### config.mk
export PLATFORM = sky130hd
export DESIGN_NAME = fetch_if_id_stage
export DESIGN_NICKNAME = d
export VERILOG_FILES = /design/src/rtl/fetch_if_id_stage_pkg.sv /design/src/rtl/if_id_latch.sv /design/src/rtl/fetch_if_id_stage.sv
export SDC_FILE = /design/constraint.sdc
export NUM_CORES = 1
export LEC_CHECK = 0
export ABC_AREA = 1
export CELL_PAD_IN_SITES_DETAIL_PLACEMENT = 1
export CELL_PAD_IN_SITES_GLOBAL_PLACEMENT = 1
export CORE_UTILIZATION = 38
export DETAILED_ROUTE_END_ITERATION = 16
export PLACE_DENSITY_LB_ADDON = 0.1
export SLEW_MARGIN = 25
export SYNTH_ARGS = -nofsm -noshare
export SYNTH_HDL_FRONTEND = slang
export SYNTH_HIERARCHICAL = 1
export SYNTH_SLANG_ARGS = --single-unit
### constraint.sdc
create_clock -name clk -period 3.2 [get_ports clk]
set_clock_uncertainty 0.15 [all_clocks]
set_input_delay 0.64 -clock clk [delete_from_list [all_inputs] [get_ports clk]]
set_output_delay 0.64 -clock clk [all_outputs]
set_load 0.005 [all_outputs]
### src/rtl/fetch_if_id_stage_pkg.sv
// Shared ISA constants, fetch FSM states and the IF/ID register layout
// used by fetch, decode and the hazard detector.
package fetch_if_id_stage_pkg;

   localparam logic [15:0] RESET_PC_DEF    = 16'h0000;
   localparam logic [15:0] NOP_INSTR_DEF   = 16'h0800;
   localparam logic [4:0]  HALT_OPCODE_DEF = 5'b00000;

   typedef enum logic {
      S_FETCH = 1'b0,
      S_HALT  = 1'b1
   } fetch_state_e;

   typedef struct packed {
      logic        valid;
      logic [15:0] pc_inc;
      logic [15:0] instr;
   } if_id_t;

   function automatic logic [4:0] op_code(input logic [15:0] instr);
      return instr[15:11];
   endfunction

endpackage

### src/rtl/if_id_latch.sv
// IF/ID pipeline register: {valid, pc_inc, instr}, flush beats hold beats load.
// Latency: one cycle from d to q.
// Backpressure: hold freezes contents; flush inserts a NOP bubble.
module if_id_latch
   import fetch_if_id_stage_pkg::*;
#(
   parameter logic [15:0] NOP_INSTR = NOP_INSTR_DEF
) (
   input  logic        clk,
   input  logic        rst_n,
   input  logic        hold,
   input  logic        flush,
   input  logic [15:0] instr_d,
   input  logic [15:0] pc_inc_d,
   output logic [15:0] instr_q,
   output logic [15:0] pc_inc_q,
   output logic        valid_q
);

   if_id_t r;

   always_ff @(posedge clk or negedge rst_n) begin
      if (!rst_n) begin
         r <= '{valid: 1'b0, pc_inc: 16'h0000, instr: NOP_INSTR};
      end else if (flush) begin
         r <= '{valid: 1'b0, pc_inc: 16'h0000, instr: NOP_INSTR};
      end else if (!hold) begin
         r <= '{valid: 1'b1, pc_inc: pc_inc_d, instr: instr_d};
      end
   end

   assign instr_q  = r.instr;
   assign pc_inc_q = r.pc_inc;
   assign valid_q  = r.valid;

endmodule

### src/rtl/fetch_if_id_stage.sv
// Fetch stage: owns the PC, requests instructions and fills IF/ID.
// Latency: one cycle imem_ready -> ID_instr; a redirect costs at least one bubble.
// Backpressure: stall holds PC and IF/ID; a busy memory inserts bubbles.
module fetch_if_id_stage
   import fetch_if_id_stage_pkg::*;
#(
   parameter logic [15:0] RESET_PC    = RESET_PC_DEF,
   parameter logic [15:0] NOP_INSTR   = NOP_INSTR_DEF,
   parameter logic [4:0]  HALT_OPCODE = HALT_OPCODE_DEF,
   parameter int          PERF_W      = 16
) (
   input  logic              clk,
   input  logic              rst_n,
   input  logic              stall,
   input  logic              redirect_en,
   input  logic [15:0]       redirect_pc,
   output logic [15:0]       imem_addr,
   output logic              imem_rd_en,
   input  logic [15:0]       imem_instr,
   input  logic              imem_ready,
   output logic [15:0]       ID_instr,
   output logic [15:0]       ID_pc_inc,
   output logic              ID_valid,
   output logic              halted,
   output logic [PERF_W-1:0] stall_cycles
);

   localparam logic [PERF_W-1:0] SC_ONE = {{(PERF_W-1){1'b0}}, 1'b1};

   fetch_state_e state, state_nxt;
   logic [15:0]  pc, pc_nxt, pc_plus2;
   logic         latch_hold, latch_flush, count_stall;

   assign pc_plus2 = pc + 16'd2;

   always_comb begin
      state_nxt   = state;
      pc_nxt      = pc;
      latch_hold  = 1'b0;
      latch_flush = 1'b0;
      count_stall = 1'b0;
      case (state)
         S_FETCH: begin
            if (redirect_en) begin
               pc_nxt      = redirect_pc & 16'hFFFE;
               latch_flush = 1'b1;
            end else if (stall) begin
               latch_hold  = 1'b1;
               count_stall = 1'b1;
            end else if (imem_ready) begin
               pc_nxt = pc_plus2;
               if (op_code(imem_instr) == HALT_OPCODE) begin
                  state_nxt = S_HALT;
               end
            end else begin
               latch_flush = 1'b1;
               count_stall = 1'b1;
            end
         end
         S_HALT: begin
            // Only a redirect (HALT fetched down a wrong path) resumes fetch.
            if (redirect_en) begin
               pc_nxt      = redirect_pc & 16'hFFFE;
               latch_flush = 1'b1;
               state_nxt   = S_FETCH;
            end else begin
               latch_hold = 1'b1;
            end
         end
         default: begin
            state_nxt   = S_FETCH;
            latch_flush = 1'b1;
         end
      endcase
   end

   always_ff @(posedge clk or negedge rst_n) begin
      if (!rst_n) begin
         state        <= S_FETCH;
         pc           <= RESET_PC;
         stall_cycles <= '0;
      end else begin
         state <= state_nxt;
         pc    <= pc_nxt;
         if (count_stall && (stall_cycles != '1)) begin
            stall_cycles <= stall_cycles + SC_ONE;
         end
      end
   end

   if_id_latch #(
      .NOP_INSTR(NOP_INSTR)
   ) u_if_id_latch (
      .clk     (clk),
      .rst_n   (rst_n),
      .hold    (latch_hold),
      .flush   (latch_flush),
      .instr_d (imem_instr),
      .pc_inc_d(pc_plus2),
      .instr_q (ID_instr),
      .pc_inc_q(ID_pc_inc),
      .valid_q (ID_valid)
   );

   assign imem_addr  = pc;
   assign imem_rd_en = (state == S_FETCH);
   assign halted     = (state == S_HALT);

endmodule
==> metrics.md <==
| Metric | Value |
|---|---|
| Post-synthesis sequential area ratio | 43.1% |
| Die height | 102 um |
| Ys async rst share | 100% |
| Gr usage total | 21.2% |
| CTS tree | done |
| CTS sink count | 65 |
| Std-Cell Rows | 36 |
| Worst hold path type | in -> async |
| Hold-fix buffers at CTS | 0 |
| # Post-CTS Setup Buffers | 0 |
| Fin crit period | 2220 ps |
| Status | complete, no violations |
| TritonCTS buffer count | 9 |
| Clk buf depth | 2 |
| Place WS | 632 ps |
| DP Wirelength | 7500 um |
| Setup-failing EPs final | 0 |
| Antenna Violating Nets Remaining | 0 |
| Routed len/inst | 14.5 um |
| Vias per cell | 4.92 |
| PortBufs | 101 |
| Post-synth cell types | 31 |
| Clk Latency, worst-skew pair | 340 ps |
| Seq cells post-synth | 65 |
| GRT Residual Overflow | 0 |
| RSZ-0062 raised after global routing | no |
| Setup_tns | 0 ps |
| Largest fanout on the critical path | 5 |
| Die Wd | 102 um |
| Max Fclk | 451 MHz |
| Top-count cell post-synth | nand2_1 |
| Vias in the first global route | 3,594 |
| CP Capture Type | primary output |
| Critical path arrival | 1430 ps |
| Via Count | 3,491 |
| Final WL | 10,300 um |
| Share of cells above drive strength 1 | 11.3% |
| EDFF count, synth | 0 |
| Mapped Avg Cell Area | 7.94 sq um |
| H-tree lvl count | 3 |
| Max-slew violation count | 0 |
| Core area | 0.00968 sq mm |
| Tightest Pin Transition | 797 ps |
| Static leakage | 2.32 nW |
| R2R setup slack | 1240 ps |
| Root buf cell | clkbuf_8 |
| DIE AREA | 0.0103 sq mm |
| Synthesized netlist cell count | 475 |
| Max cap viols | 0 |
| RR Startpoint | stall_cycles[0]$_DFFE_PN0P_ |
| Power per cell area | 450 mW/mm^2 |
| Final hold vios | 0 |
| Diode count | 0 |
| WS Path Type | reg -> out |
| Design Power | 2.24 mW |
| Largest net degree at the start of global routing | 39 |
| Worst r2r dst | stall_cycles[1]$_DFFE_PN0P_ |
| Starting Density | 39.0% |
| Peak supply drop | 0.221 mV |
| Yosys top cell area share | 42.4% |
| Clock slew at reported path FFs | 80 ps |
| Ys Warns | 6 |
| Synth cell count leaders | nand2_1, dfrtp_1, nand3_1, nor2_1, nand3_2 |
| Placed cells | 694 |
| CP Launch Type | flop |
| Worst slew margin | 46.8% |
| Area contributors post-synth | dfrtp_1, nand2_1, nand3_2 |
| Final WS setup | 983 ps |
| Crit path required time | 2410 ps |
| Nets | 611 |
| Post-synth top flop | dfrtp_1 |
| Post-cts repair resize count | 0 |
| Drt pass-1 iters | 4 |
| Finished Core Util | 51.4% |
| Synthesized cell area | 0.00377 sq mm |
| Drt initial violations | 71 |
| Worst R2R Path Depth | 9 |
| Cell taking the most area after synthesis | dfrtp_1 |
| DR DRC count | 0 |
| I/O Pins | 104 |
| First-pass GRT wire length | 17,100 um |
| Area Overhead vs Synth | 31.8% |
| Fin cells | 710 |
| Period utilization | 69.3% |
| Gp weighted congestion | 0.850 |
| Initial antenna violation count | 0 |
==> registers in the layout, indices dropped and copies added, names as in the netlist <==
name                    count
halted                      1
stall_cycles               16
u_if_id_latch/pc_inc_q     16
u_if_id_latch/instr_q      16
u_if_id_latch/valid_q       1
imem_addr                  15
==> through the flow <==
step,area [sq um],hold slack [ps]
3_5_place_dp,4790,342
3_3_place_gp,4790,326
2_1_floorplan,3780,194
6_report,4970,224
5_1_grt,4970,272
4_1_cts,4970,241
==> area by class of cell <==
type,count,area [sq um]
fill,1200,4710
multi-input combinational,357,1790
sequential,65,1630
timing repair buffer,107,1080
tap,133,166
clock buffer,11,151
inverter,32,130
clock inverter,5,30.0
==> metal layers <==
metal | share of wire [%] | track usage, %
met1 | 44 | 26.5
met2 | 51 | 36.5
met3 | 3.4 | 3.52
met4 | 1.8 | 7.92
met5 | 0 | 0
==> worst max-delay path, stage by stage, from the launching register on <==
cell and delay, ps:
dfrtp_1 430, inv_1 140, clkdlybuf4s50_1 520
==> worst max-delay path by stage <==
| stage | startpoint | to | depth (start not counted) |
|---|---|---|---|
| CTS | halted$_DFF_PN0_ | imem_rd_en | 2 |
| floorplan | redirect_en | stall_cycles[2]$_DFFE_PN0P_ | 7 |
| finish | halted$_DFF_PN0_ | imem_rd_en | 2 |
| global route | redirect_en | u_if_id_latch/pc_inc_q[14]$_DFFE_PN0P_ | 7 |
| global placement | imem_ready | u_if_id_latch/pc_inc_q[1]$_DFFE_PN0P_ | 6 |
| detailed placement | imem_ready | u_if_id_latch/pc_inc_q[14]$_DFFE_PN0P_ | 6 |
==> cells in the final DEF (no fill, tap or decap) <==
master,n
inv_1,29
a21oi_1,4
inv_6,2
buf_2,1
xnor2_1,9
nor2_1,46
o31ai_1,1
nor3_1,2
buf_4,4
o22ai_1,2
buf_12,2
o21bai_1,1
inv_2,1
clkbuf_8,11
a31oi_1,1
dfstp_2,1
a21oi_4,1
nor2_2,3
nand3_2,31
nand3b_1,2
nor2_4,2
xor2_1,7
nand2_1,172
clkinv_2,3
nand2_2,1
dfrtp_1,64
ha_1,2
nand4_1,7
o21ai_0,8
conb_1,2
clkinvlp_4,2
nand3_1,53
clkdlybuf4s50_1,100
==> where the power goes <==
part / switching (mW) / internal (mW) / total (mW)
Clock: 0.332 / 0.319 / 0.651
Combinational: 0.281 / 0.291 / 0.572
Sequential: 0.108 / 0.909 / 1.02
==> cells by family after synthesis <==
family                   count (synthesis)  synth area share (%)
XOR/XNOR                                16                  3.71
buffers and inverters                   54                  9.75
AO/OA/AOI/OAI                           18                  2.62
adder cells (fa/ha/maj)                  2                 0.663
flip-flops                              65                  43.1
other                                    1                0.0994
AND/OR/NAND/NOR                        319                  40.0
(Power assumes the default switching activity.)
